[src/rtl/bram_line_writer.sv]
// Packs a 32-bit pixel stream into 128-bit line-buffer words and tracks how many
// complete rows the downstream reader has not yet released.
module bram_line_writer #(
    parameter int H_ACT = 640,
    parameter int ROWS  = 8
) (
    input  logic         clk,
    input  logic         frst,
    input  logic         i_frame_start,
    input  logic [31:0]  i_pix_data,
    input  logic         i_pix_vld,
    output logic         o_pix_rdy,
    input  logic         i_row_free,
    output logic [2:0]   o_bram_wcnt,
    output logic [7:0]   o_bram_waddr,
    output logic [127:0] o_bram_wdata,
    output logic         o_bram_we,
    output logic         o_row_done,
    output logic [2:0]   o_row_idx,
    output logic [3:0]   o_rows_avail,
    output logic         o_err
);

    localparam int         WORDS     = H_ACT / 4;
    localparam logic [7:0] LAST_WORD = 8'(WORDS - 1);
    localparam logic [3:0] FULL      = 4'(ROWS);

    logic [1:0]  lane;
    logic [7:0]  word_idx;
    logic [2:0]  row_slot;
    logic [3:0]  fill;
    logic [95:0] pack;

    logic accept;
    logic word_done;
    logic row_complete;

    assign o_pix_rdy    = (fill != FULL) & ~i_frame_start;
    assign accept       = i_pix_vld & o_pix_rdy;
    assign word_done    = accept & (lane == 2'd3);
    assign row_complete = word_done & (word_idx == LAST_WORD);
    assign o_rows_avail = fill;

    // The fourth pixel bypasses the pack register and goes straight into the word.
    always_ff @(posedge clk or posedge frst) begin
        if (frst) begin
            lane         <= '0;
            word_idx     <= '0;
            row_slot     <= '0;
            fill         <= '0;
            pack         <= '0;
            o_bram_we    <= 1'b0;
            o_bram_wdata <= '0;
            o_bram_waddr <= '0;
            o_bram_wcnt  <= '0;
            o_row_done   <= 1'b0;
            o_row_idx    <= '0;
            o_err        <= 1'b0;
        end else begin
            o_bram_we  <= word_done;
            o_row_done <= row_complete;
            if (word_done) begin
                o_bram_wdata <= {i_pix_data, pack};
                o_bram_waddr <= word_idx;
                o_bram_wcnt  <= row_slot;
            end
            if (row_complete) begin
                o_row_idx <= row_slot;
            end
            if (i_row_free && fill == 4'd0 && !row_complete) begin
                o_err <= 1'b1;
            end

            if (i_frame_start) begin
                lane     <= '0;
                word_idx <= '0;
                row_slot <= '0;
                fill     <= '0;
            end else begin
                if (accept) begin
                    lane <= lane + 2'd1;
                    case (lane)
                        2'd0:    pack[31:0]  <= i_pix_data;
                        2'd1:    pack[63:32] <= i_pix_data;
                        2'd2:    pack[95:64] <= i_pix_data;
                        default: ;
                    endcase
                end
                if (word_done) begin
                    word_idx <= row_complete ? 8'd0 : word_idx + 8'd1;
                end
                if (row_complete) begin
                    row_slot <= row_slot + 3'd1;
                end
                // A completion and a release in the same cycle cancel out.
                case ({row_complete, i_row_free})
                    2'b10:   fill <= fill + 4'd1;
                    2'b01:   if (fill != 4'd0) fill <= fill - 4'd1;
                    default: ;
                endcase
            end
        end
    end

endmodule

[config.mk]
export PLATFORM = sky130hd
export DESIGN_NAME = bram_line_writer
export DESIGN_NICKNAME = d
export VERILOG_FILES = /design/src/rtl/bram_line_writer.sv
export SDC_FILE = /design/constraint.sdc
export NUM_CORES = 1
export LEC_CHECK = 0
export CORE_MARGIN = 3
export CORE_UTILIZATION = 54
export CTS_BUF_LIST = sky130_fd_sc_hd__clkbuf_4
export DETAILED_ROUTE_END_ITERATION = 8
export GPL_TIMING_DRIVEN = 1
export PLACE_DENSITY = 0.83
export SLEW_MARGIN = 20
export SYNTH_ARGS = -nofsm -noshare
export SYNTH_HDL_FRONTEND = slang
export SYNTH_SLANG_ARGS = --single-unit
[constraint.sdc]
create_clock -name clk -period 12.5 [get_ports clk]
set_input_delay 3.125 -clock clk [delete_from_list [all_inputs] [get_ports clk]]
set_output_delay 3.125 -clock clk [all_outputs]
set_load 0.02 [all_outputs]
== Word level (Yosys, flattened, before mapping) ==
Index checks and enable logic that the tools add are counted.

* Add/subtract/negate cells: 5
* Multiply operators: 0
* Divide/modulo/power cells: 0
* Order comparisons: 0
* Eq/ne operators: 8
* Shift-type cells: 0
* Multiplexer cells: 10
* Bitwise logic cells: 5
* Reductions and logical operators: 14

{| class="wikitable"
|+ Operators by type and width
! operator !! count
|-
| $mux W8 || 3
|-
| $reduce_and A3 Y1 || 3
|-
| $add A8 B1 Y8 const B || 1
|-
| $eq A8 B8 Y1 const B || 1
|-
| $mux W4 || 2
|-
| $pmux W4 S2 || 1
|-
| $eq A2 B2 Y1 const B || 3
|-
| $mux W3 || 2
|-
| $reduce_bool A2 Y1 || 3
|-
| $add A4 B1 Y4 const B || 1
|-
| $and A1 B1 Y1 || 4
|-
| $eq A2 B1 Y1 const B || 2
|-
| $logic_not A4 Y1 || 1
|-
| $mux W2 || 2
|-
| $ne A4 B4 Y1 const B || 1
|-
| $reduce_bool A4 Y1 || 1
|-
| $sub A4 B1 Y4 const B || 1
|-
| $add A3 B1 Y3 const B || 1
|-
| $ne A3 B3 Y1 const B || 1
|-
| $reduce_bool A3 Y1 || 1
|-
| $add A2 B1 Y2 const B || 1
|-
| $logic_and A1 B1 Y1 || 2
|-
| $logic_not A2 Y1 || 1
|-
| $reduce_and A2 Y1 || 1
|-
| 2 further kinds || 2
|}

* Flip-flop bits (word level): 258
* Bits in latches: 0
* RAM bits: 0
* Bits in read-only memories: 0
* Logic and storage cells: 56
* Memories: 0

== Logic depth before layout (Yosys ltp) ==
Gate-level depths: netlist of run 1.

* Depth in word-level cells: 8
* Mapped depth: 12
* Mapped depth without buffers: 11

== Worst setup path before layout of run 1 ==
No wires, ideal clock.

* Path type: input to output
* Start: in i_frame_start
* End: out o_pix_rdy
* Arrival time: 3.463 ns
* Required time: 9.375 ns
* Setup slack: 5.912 ns
* Stages on the path: 1
* Buffers on the path: 0
* Cell sequence: nor2_2

* Cells in the longest elaborated chain, start to end: 2

{| class="wikitable"
|+ Ends and longest elaborated chain
! element !! RTL line !! text
|-
| start, declared || 9 || <nowiki>input logic i_frame_start,</nowiki>
|-
| $not A1 Y1 (no source line) || - ||
|-
| $and A1 B1 Y1 || 38 || <nowiki>assign o_pix_rdy = (fill != FULL) & ~i_frame_start;</nowiki>
|-
| end, declared || 12 || <nowiki>output logic o_pix_rdy,</nowiki>
|}

Every way passes these cells.

== Worst setup path after layout of run 1 ==
Ends and elaborated chain as after synthesis.

==> reports/qor.csv, run 1 <==
metric,value,unit
drv_slew,0,
layout.nets,1178,
synth_top_cell_area_share,64.3,%
yosysWarningCount,0,
synth_most_common_cell,nand2_1,
area_growth_syn_to_layout,27.4,%
crit_slowest_cell,clkdlybuf4s50_1,
path_depth,3,
ios,187,
htreeDepth,3,
crit_path_start_kind,input port,
post_cts_buffers,0,
crit_type,in -> out,
die_w,142,um
antenna_found_initial,1,
ir_drop,131,uV
grt_pass1_vias,7304,
clock.fmax,121,MHz
initial_core_util,55.5,%
drtAntennaViolNets,0,
setup-tns-final,0,ns
vias,7137,
hold_path_depth,2,
synth.cell_area,0.0100,mm2
ys.flop_type,dfrtp_1,
finalSetupViolCount,0,
synth_area_leader_cell,dfrtp_1,
synth-seq-cells,258,
clk_pin_slew,0.07,ns
cts_hold_buf,0,
gp_congestion,0.841,
finClkSkew,0.0200,ns
synth-async-reset-ratio,100,%
crit_top_cell,clkdlybuf4s50_1,
powerDensity,237,mW/mm2
drc,0,
crit_chain,clkdlybuf4s50_1 > nor2_2 > clkdlybuf4s50_1,
drive_above_1_share,17.8,%
worst_ep_required_time,9.38,ns
chipHeight,142,um
num_rows,49,
avgViaCountPerCell,5.08,
status,finished clean,
firstDrtPassIters,4,
coreArea,0.0181,mm2
rsz0062_at_grt,no,
cts_tree,yes,
crit_fanout,22,
cp.buffers_inverters,2,
slew-limit-headroom,33.8,%
overflow,0,
synth_area_per_cell,11.0,um2
clock-sinks,258,
place_ws,4.25,ns
fp.dieArea,0.0203,mm2
ff2ff_path_depth,7,
clk_latency,0.63,ns
cts-buffers-inserted,67,
cpPeakStageDelay,0.81,ns
holdWs,0.451,ns
worst_setup_path_end_kind,primary output,
wl,22.1,mm
ctsResizeCount,0,
numPortBuffers,186,
grt_max_degree,111,
synth_nets,961,
grt_pass1_wl,36.4,mm
netlist_instances,916,
worst-r2r-setup-slack,9.38,ns
p_total,3.03,mW
tightestPinTransition,0.990,ns
clockRootBuffer,clkbuf_4,
setup_ws,4.24,ns
track_usage,22.3,%
crit_family,buffers and inverters,
synthTopCellsByCount,"nand2_1, dfrtp_1, mux2_2",
leakage,6.41,nW
fin_crit,8.26,ns
hold_violations,0,
wl_per_cell,15.8,um
nFillCells,1315,
hpwl,13.5,mm
ys_seq_area_share,64.3,%
synth_area_leaders,"dfrtp_1, nand2_1, mux2_2",
period_share,66.1,%
synth_edf_count,0,
first_iter_violations,349,
synth_cell_types,47,
clockBufferDepth,3,
cp.arrival,5.14,ns
hold_path.class,reg -> reg,
maxCapViolations,0,
-- area by class of cell --
| type | count | area, um2 | share of cell area, % |
|---|---|---|---|
| Antenna cell | 2 | 5.00 | 0.0391 |
| Clock buffer | 94 | 706 | 5.52 |
| Clock inverter | 16 | 61.3 | 0.479 |
| Inverter | 6 | 32.5 | 0.254 |
| Multi-Input combinational cell | 609 | 3340 | 26.1 |
| Sequential cell | 258 | 6460 | 50.5 |
| Tap cell | 229 | 287 | 2.24 |
| Timing Repair Buffer | 191 | 1900 | 14.9 |
-- power breakdown --
part           internal (mW)  leakage (nW)  switching [mW]  total, mW
clock network          0.344         0.463           0.323      0.667
registers               1.16          3.37           0.182       1.35
logic                  0.509          2.58           0.505       1.01
total                   2.02          6.41            1.01       3.03
-- path summary, 6_finish.rpt --
path,from,endpoint
max,i_frame_start,o_pix_rdy
min,pack[88],o_bram_wdata[88]
max reg2reg,o_rows_avail[1],word_idx[3]
min reg2reg,pack[88],o_bram_wdata[88]
max in group asynchronous,frst,pack[73]
min in group asynchronous,frst,o_bram_wdata[3]
-- layer usage --
metal / part of all wire (%) / up-vias / track usage (%)
met4: 1.7 / 0 / 7.40
met5: 0 / - / 0
met1: 43 / 3486 / 30.0
met2: 47 / 213 / 34.6
met3: 8.0 / 37 / 7.49
li1: - / 3401 / -
-- placed cells by master, fill, tap and decap left out, drive strengths merged, types with 5 or more instances in the layout --
cell	netlist	layout
ha	8	8
o21ai	7	7
dfrtp	258	258
clkbuf	6	94
a21oi	5	5
mux2	99	99
inv	6	7
clkdlybuf4s50	0	186
buf	37	5
nor2	14	14
clkinv	0	15
nand2	430	430
nand3	6	6
-- tightest hold or removal path, stage by stage, from the launching register on --
cell,delay (ns)
dfrtp_1,0.34
nand2_1,0.05
nand2_1,0.05
-- state kept, by name (all words and copies together) (netlist names) --
register      count
o_bram_waddr      8
o_row_idx         3
pack             96
word_idx          8
o_bram_we         1
o_rows_avail      4
row_slot          3
lane              2
o_bram_wdata    128
o_bram_wcnt       3
o_row_done        1
o_err             1
-- cells by family (layout without fill, tap and decap cells) --
| kind of cell | after synthesis | in the layout | share of synthesized area [%] |
|---|---|---|---|
| and+or+nand+nor | 467 | 467 | 18.3 |
| DFF | 258 | 258 | 64.3 |
| muxes | 102 | 102 | 11.4 |
| buffers and inverters | 49 | 307 | 2.47 |
| AOI/OAI and AO/OA | 24 | 24 | 1.76 |
| adders and majority gates | 8 | 8 | 0.997 |
| xor gates and xnor gates | 8 | 8 | 0.698 |
| other | 0 | 2 | 0 |
-- per-stage QoR --
stage	std cells	area (um2)	util [%]
after floorplan	916	10000	-
after global placement	1293	12000	66.4
after detailed placement	1293	12000	66.4
after CTS	1403	12800	70.7
after global routing	1405	12800	70.7
final	1405	12800	70.7
Power figures use the tool's default switching activity.
==> inputs of run 2 (changes only) <==
Clock period 12.5 ns to 8.5 ns, I/O delays scaled along.
==> run 2 against run 1 <==
Effect of this change:
- hold slack gained 0.00057 ns
- largest power group unchanged
- critical path type unchanged
- clock-buffer cell count is 7 higher
- utilization rose by 0.20 points
- wire length increased by 1.1%
- clock power is 49% higher
- critical path depth is the same
- non-clock buffer count rose by 1
- critical endpoint unchanged
- clock skew is 0.013 ns higher
- sequential share of layout area fell by 0.14 points
==> reports/qor.csv, run 2 (synthesis results as in run 1) <==
metric,value,unit,change
status,finished clean,,unchanged
drc,0,,unchanged
layout.nets,1180,,"was 1,178"
setup-tns-final,0,ns,unchanged
track_usage,22.6,%,was 22.3%
drive_above_1_share,18.5,%,was 17.8%
grt_pass1_vias,7362,,"was 7,304"
use_met1,30.4,%,was 30.0%
numPortBuffers,186,,unchanged
rsz0062_at_grt,no,,unchanged
wl_per_cell,15.9,um,was 15.8 um
final_util,70.9,%,was 70.7%
num_rows,49,,unchanged
cts_tree,yes,,unchanged
final_common_cell,nand2_1,,unchanged
slew-limit-headroom,30.9,%,was 33.8%
maxCapViolations,0,,unchanged
clock.fmax,160,MHz,
avgViaCountPerCell,5.14,,was 5.08
finalSetupViolCount,0,,unchanged
vias,7221,,"was 7,137"
coreArea,0.0181,mm2,unchanged
post_cts_buffers,0,,unchanged
cts_hold_buf,0,,unchanged
top_regs,"o_bram_wdata: 128 flops, pack: 96 flops",,unchanged
powerDensity,349,mW/mm2,was 237 mW/mm2
worstReg2RegEnd,o_bram_wdata[112],,was word_idx[3]
wl,22.4,mm,was 22.1 mm
leakage,6.44,nW,was 6.41 nW
fp.dieArea,0.0203,mm2,unchanged
worst_setup_path_end_kind,primary output,,unchanged
first_iter_violations,372,,was 349
drv_slew,0,,unchanged
htreeDepth,3,,unchanged
worst_ep_required_time,6.38,ns,was 9.38 ns
nFillCells,1341,,"was 1,315"
clockBufferDepth,3,,unchanged
timing.rr.start,o_rows_avail[1],,unchanged
overflow,0,,unchanged
drtAntennaViolNets,0,,unchanged
regArea,0.00646,mm2,unchanged
ir_drop,213,uV,was 131 uV
worst-r2r-setup-slack,4.96,ns,was 9.38 ns
ios,187,,unchanged
initial_core_util,55.5,%,unchanged
ctsResizeCount,0,,unchanged
ff2ff_path_depth,7,,unchanged
grt_max_degree,144,,was 111
area_growth_syn_to_layout,27.8,%,was 27.4%
gp_congestion,0.823,,was 0.841
largest_reg_flops,128,,unchanged
multiInputGateArea,0.00334,mm2,unchanged
crit_type,in -> out,,unchanged
hold_path.class,reg -> reg,,unchanged
clk_latency,0.65,ns,was 0.63 ns
hpwl,13.7,mm,was 13.5 mm
whs_endpoint,o_bram_wdata[8],,was o_bram_wdata[88]
grt_util_met2,35.2,%,was 34.6%
hold_violations,0,,unchanged
firstDrtPassIters,4,,unchanged
clockRootBuffer,clkbuf_4,,unchanged
hold_path_depth,2,,unchanged
antenna_found_initial,1,,unchanged
period_share,73.6,%,
cts-buffers-inserted,68,,was 67
final_cell_mix,"nand2_1, dfrtp_1, clkdlybuf4s50_1",,unchanged
fin_crit,6.26,ns,
met3_usage,6.99,%,was 7.49%
hp-start,pack[8],,was pack[88]
die_w,142,um,unchanged
clock-sinks,258,,unchanged
clk_pin_slew,0.06,ns,was 0.07 ns
top_register,o_bram_wdata,,unchanged
cp.arrival,4.13,ns,was 5.14 ns
crit_path_start_kind,input port,,unchanged
finClkSkew,0.0332,ns,was 0.0200 ns
tightestPinTransition,1.03,ns,was 0.990 ns
chipHeight,142,um,unchanged
grt_busiest_layer,met2,,unchanged
crit_fanout,22,,unchanged
grt_pass1_wl,36.8,mm,was 36.4 mm
-- run 2: cell count changes in the layout (fill, tap and decap cells not counted) --
cell,change
inv_2,-1
clkbuf_4,+7
inv_8,-1
clkinv_1,-9
clkinv_2,+1
buf_12,+1
clkinvlp_4,+1
-- run 2: power by group --
group,internal [mW],switching [mW]
combinational,0.750,0.745
clock,0.536,0.461
sequential,1.71,0.268
-- run 2: worst max path at each step --
stage	to	cells after the start	start
final	o_pix_rdy	3	i_frame_start
after global routing	o_pix_rdy	3	i_frame_start
after CTS	o_pix_rdy	3	i_frame_start
after detailed placement	o_pix_rdy	3	i_frame_start
after global placement	o_pix_rdy	3	i_frame_start
after floorplan	lane[0]	1	frst
-- run 2: per-stage QoR --
| stage | area, um2 | instances | hold slack [ns] | power [mW] | setup WS (ns) |
|---|---|---|---|---|---|
| floorplan | 10000 | 916 | 0.433 | 2.78 | 2.98 |
| global placement | 12000 | 1294 | 0.441 | 3.44 | 2.28 |
| detailed placement | 12000 | 1294 | 0.445 | 3.50 | 2.25 |
| CTS | 12800 | 1402 | 0.449 | 4.52 | 2.24 |
| global route | 12800 | 1404 | 0.472 | 4.76 | 2.10 |
| finish | 12800 | 1404 | 0.451 | 4.47 | 2.24 |
-- run 2: routing by layer --
layer | vias up | routed length [um]
met5 | - | 0
met4 | 0 | 480
met2 | 230 | 10600
met1 | 3554 | 9680
met3 | 37 | 1640
li1 | 3400 | -
-- run 2: final cells by class --
| cell class | instances | area share, % |
|---|---|---|
| multi-input combinational | 609 | 26.1 |
| sequential | 258 | 50.3 |
| tap | 229 | 2.23 |
| clock inverter | 7 | 0.224 |
| timing repair buffer | 192 | 15.0 |
| clock buffer | 101 | 5.91 |
| antenna | 2 | 0.0390 |
| inverter | 6 | 0.224 |
-- run 2: worst max-delay path, cell delays in order --
cell and delay, ns:
clkdlybuf4s50_1 0.81, nor2_2 0.50, clkdlybuf4s50_1 0.69
==> inputs of run 3 (changes only) <==
Clock period 8.5 ns to 6.55 ns, I/O delays scaled along.
==> run 3 against run 2 <==
Effect of this change:
- clock power grew 31%
- critical path depth up 1
- sequential share of layout area down 0.22 points
==> reports/qor.csv, run 3 (synthesis results as in run 1) <==
metric,value,unit,change
final_cell_mix,"nand2_1, dfrtp_1, clkdlybuf4s50_1",,unchanged
cpPeakStageDelay,0.69,ns,was 0.81 ns
cts_hold_buf,0,,unchanged
drive_above_1_share,18.4,%,was 18.5%
area_growth_syn_to_layout,28.3,%,was 27.8%
ios,187,,unchanged
finalSetupViolCount,0,,unchanged
fin_area,0.0129,mm2,was 0.0128 mm2
cts_tree,yes,,unchanged
place_ws,1.63,ns,was 2.25 ns
clock-sinks,258,,unchanged
track_usage,22.5,%,was 22.6%
firstDrtPassIters,5,,was 4
htreeDepth,3,,unchanged
crit_slowest_cell,clkdlybuf4s50_1,,unchanged
hpwl,13.8,mm,was 13.7 mm
clk_latency,0.64,ns,was 0.65 ns
combPwrFrac,33.5,%,was 33.4%
num_rows,49,,unchanged
largest_reg_flops,128,,unchanged
crit_path_start_kind,input port,,unchanged
clockBufferDepth,3,,unchanged
switching_share,33.3,%,was 33.0%
grt_pass1_wl,36.6,mm,was 36.8 mm
vias,7189,,"was 7,221"
crit_type,in -> out,,unchanged
layout.nets,1182,,"was 1,180"
slew-limit-headroom,33.6,%,was 30.9%
first_iter_violations,328,,was 372
ir_drop,278,uV,was 213 uV
dp.cells,1296,,"was 1,294"
crit_chain,clkdlybuf4s50_1 > buf_4 > nor2_2 > clkdlybuf4s50_1,,was clkdlybuf4s50_1 > nor2_2 > clkdlybuf4s50_1
antenna_found_initial,1,,unchanged
p_total,5.82,mW,was 4.47 mW
numPortBuffers,186,,unchanged
die_w,142,um,unchanged
powerDensity,452,mW/mm2,was 349 mW/mm2
avgViaCountPerCell,5.09,,was 5.14
maxCapViolations,0,,unchanged
crit_top_cell,clkdlybuf4s50_1,,unchanged
top_register,o_bram_wdata,,unchanged
grt_pass1_vias,7260,,"was 7,362"
clock.fmax,204,MHz,
cp.buffers_inverters,3,,was 2
cp.arrival,3.28,ns,was 4.13 ns
crit_fanout,22,,unchanged
worst_ep_required_time,4.91,ns,was 6.38 ns
tightestPinTransition,0.993,ns,was 1.03 ns
grt_max_degree,153,,was 144
fin_crit,4.91,ns,
top_regs,"o_bram_wdata: 128 flops, pack: 96 flops",,unchanged
p_switching,1.94,mW,was 1.47 mW
ctsResizeCount,0,,unchanged
cts-buffers-inserted,68,,unchanged
status,finished clean,,unchanged
final_common_cell,nand2_1,,unchanged
chipHeight,142,um,unchanged
seq_power_share,44.1,%,was 44.3%
finClkSkew,0.0295,ns,was 0.0332 ns
clockRootBuffer,clkbuf_4,,unchanged
drv_slew,0,,unchanged
leakage,6.46,nW,was 6.44 nW
period_share,75.0,%,
drtAntennaViolNets,0,,unchanged
worst_setup_path_end_kind,primary output,,unchanged
hold_violations,0,,unchanged
crit_family,buffers and inverters,,unchanged
regArea,0.00646,mm2,unchanged
gp_congestion,0.872,,was 0.823
fp.dieArea,0.0203,mm2,unchanged
drc,0,,unchanged
dpl_cell_area,0.0121,mm2,was 0.0120 mm2
setup_ws,1.64,ns,was 2.24 ns
wl,22.4,mm,about the same
multiInputGateArea,0.00334,mm2,unchanged
initial_core_util,55.5,%,unchanged
coreArea,0.0181,mm2,unchanged
finalNonFillerCells,1411,,"was 1,404"
setup-tns-final,0,ns,unchanged
clockPowerShare,22.4,%,was 22.3%
hold_path.class,reg -> reg,,unchanged
wl_per_cell,15.9,um,about the same
nFillCells,1294,,"was 1,341"
overflow,0,,unchanged
intPower,3.89,mW,was 3.00 mW
clk_pin_slew,0.07,ns,was 0.06 ns
rsz0062_at_grt,no,,unchanged
post_cts_buffers,0,,unchanged
==> run 3: metrics by stage <==
stage / hold WS [ns] / utilization, %
CTS: 0.442 / 71.2
finish: 0.436 / 71.2
floorplan: 0.433 / -
global route: 0.461 / 71.2
global placement: 0.440 / 66.7
detailed placement: 0.444 / 66.7
==> run 3: area by class of cell <==
| class | instances | area share [%] |
|---|---|---|
| tap | 229 | 2.22 |
| multi-input combinational | 609 | 25.9 |
| antenna | 1 | 0.0194 |
| inverter | 6 | 0.223 |
| clock buffer | 99 | 5.77 |
| timing repair buffer | 194 | 15.2 |
| clock inverter | 15 | 0.447 |
| sequential | 258 | 50.1 |
==> run 3: worst paths after layout <==
kind | from | to | slack [ns] | cells after the start
worst max-delay path | i_frame_start | o_pix_rdy | 1.64 | 4
worst min-delay path | pack[80] | o_bram_wdata[80] | 0.44 | 2
worst max register to register | o_rows_avail[1] | word_idx[7] | 3.87 | 6
worst min register to register | pack[80] | o_bram_wdata[80] | 0.44 | 2
max in group asynchronous | frst | o_bram_wdata[79] | 3.76 | 4
min in group asynchronous | frst | o_bram_wdata[98] | 1.57 | 3
==> run 3: per-layer routing <==
metal  up-vias  share of wire (%)  global-route usage [%]
met1      3516                 43                    29.4
li1       3418                  -                       -
met5         -                  0                       0
met4         0                1.4                    7.25
met2       225                 48                    36.2
met3        30                7.3                    7.09
==> run 3: tightest hold or removal path, cell delays in order (launching register included) <==
cell     delay, ns
dfrtp_1       0.34
nand2_1       0.05
nand2_1       0.04
==> run 3: power groups by stage <==
stage	Clock, mW	Combinational (mW)	Sequential [mW]
after floorplan	0	0.665	2.94
after global placement	0	1.91	2.56
after detailed placement	0	1.97	2.59
after CTS	1.35	1.97	2.57
after global routing	1.45	2.10	2.65
final	1.31	1.95	2.57
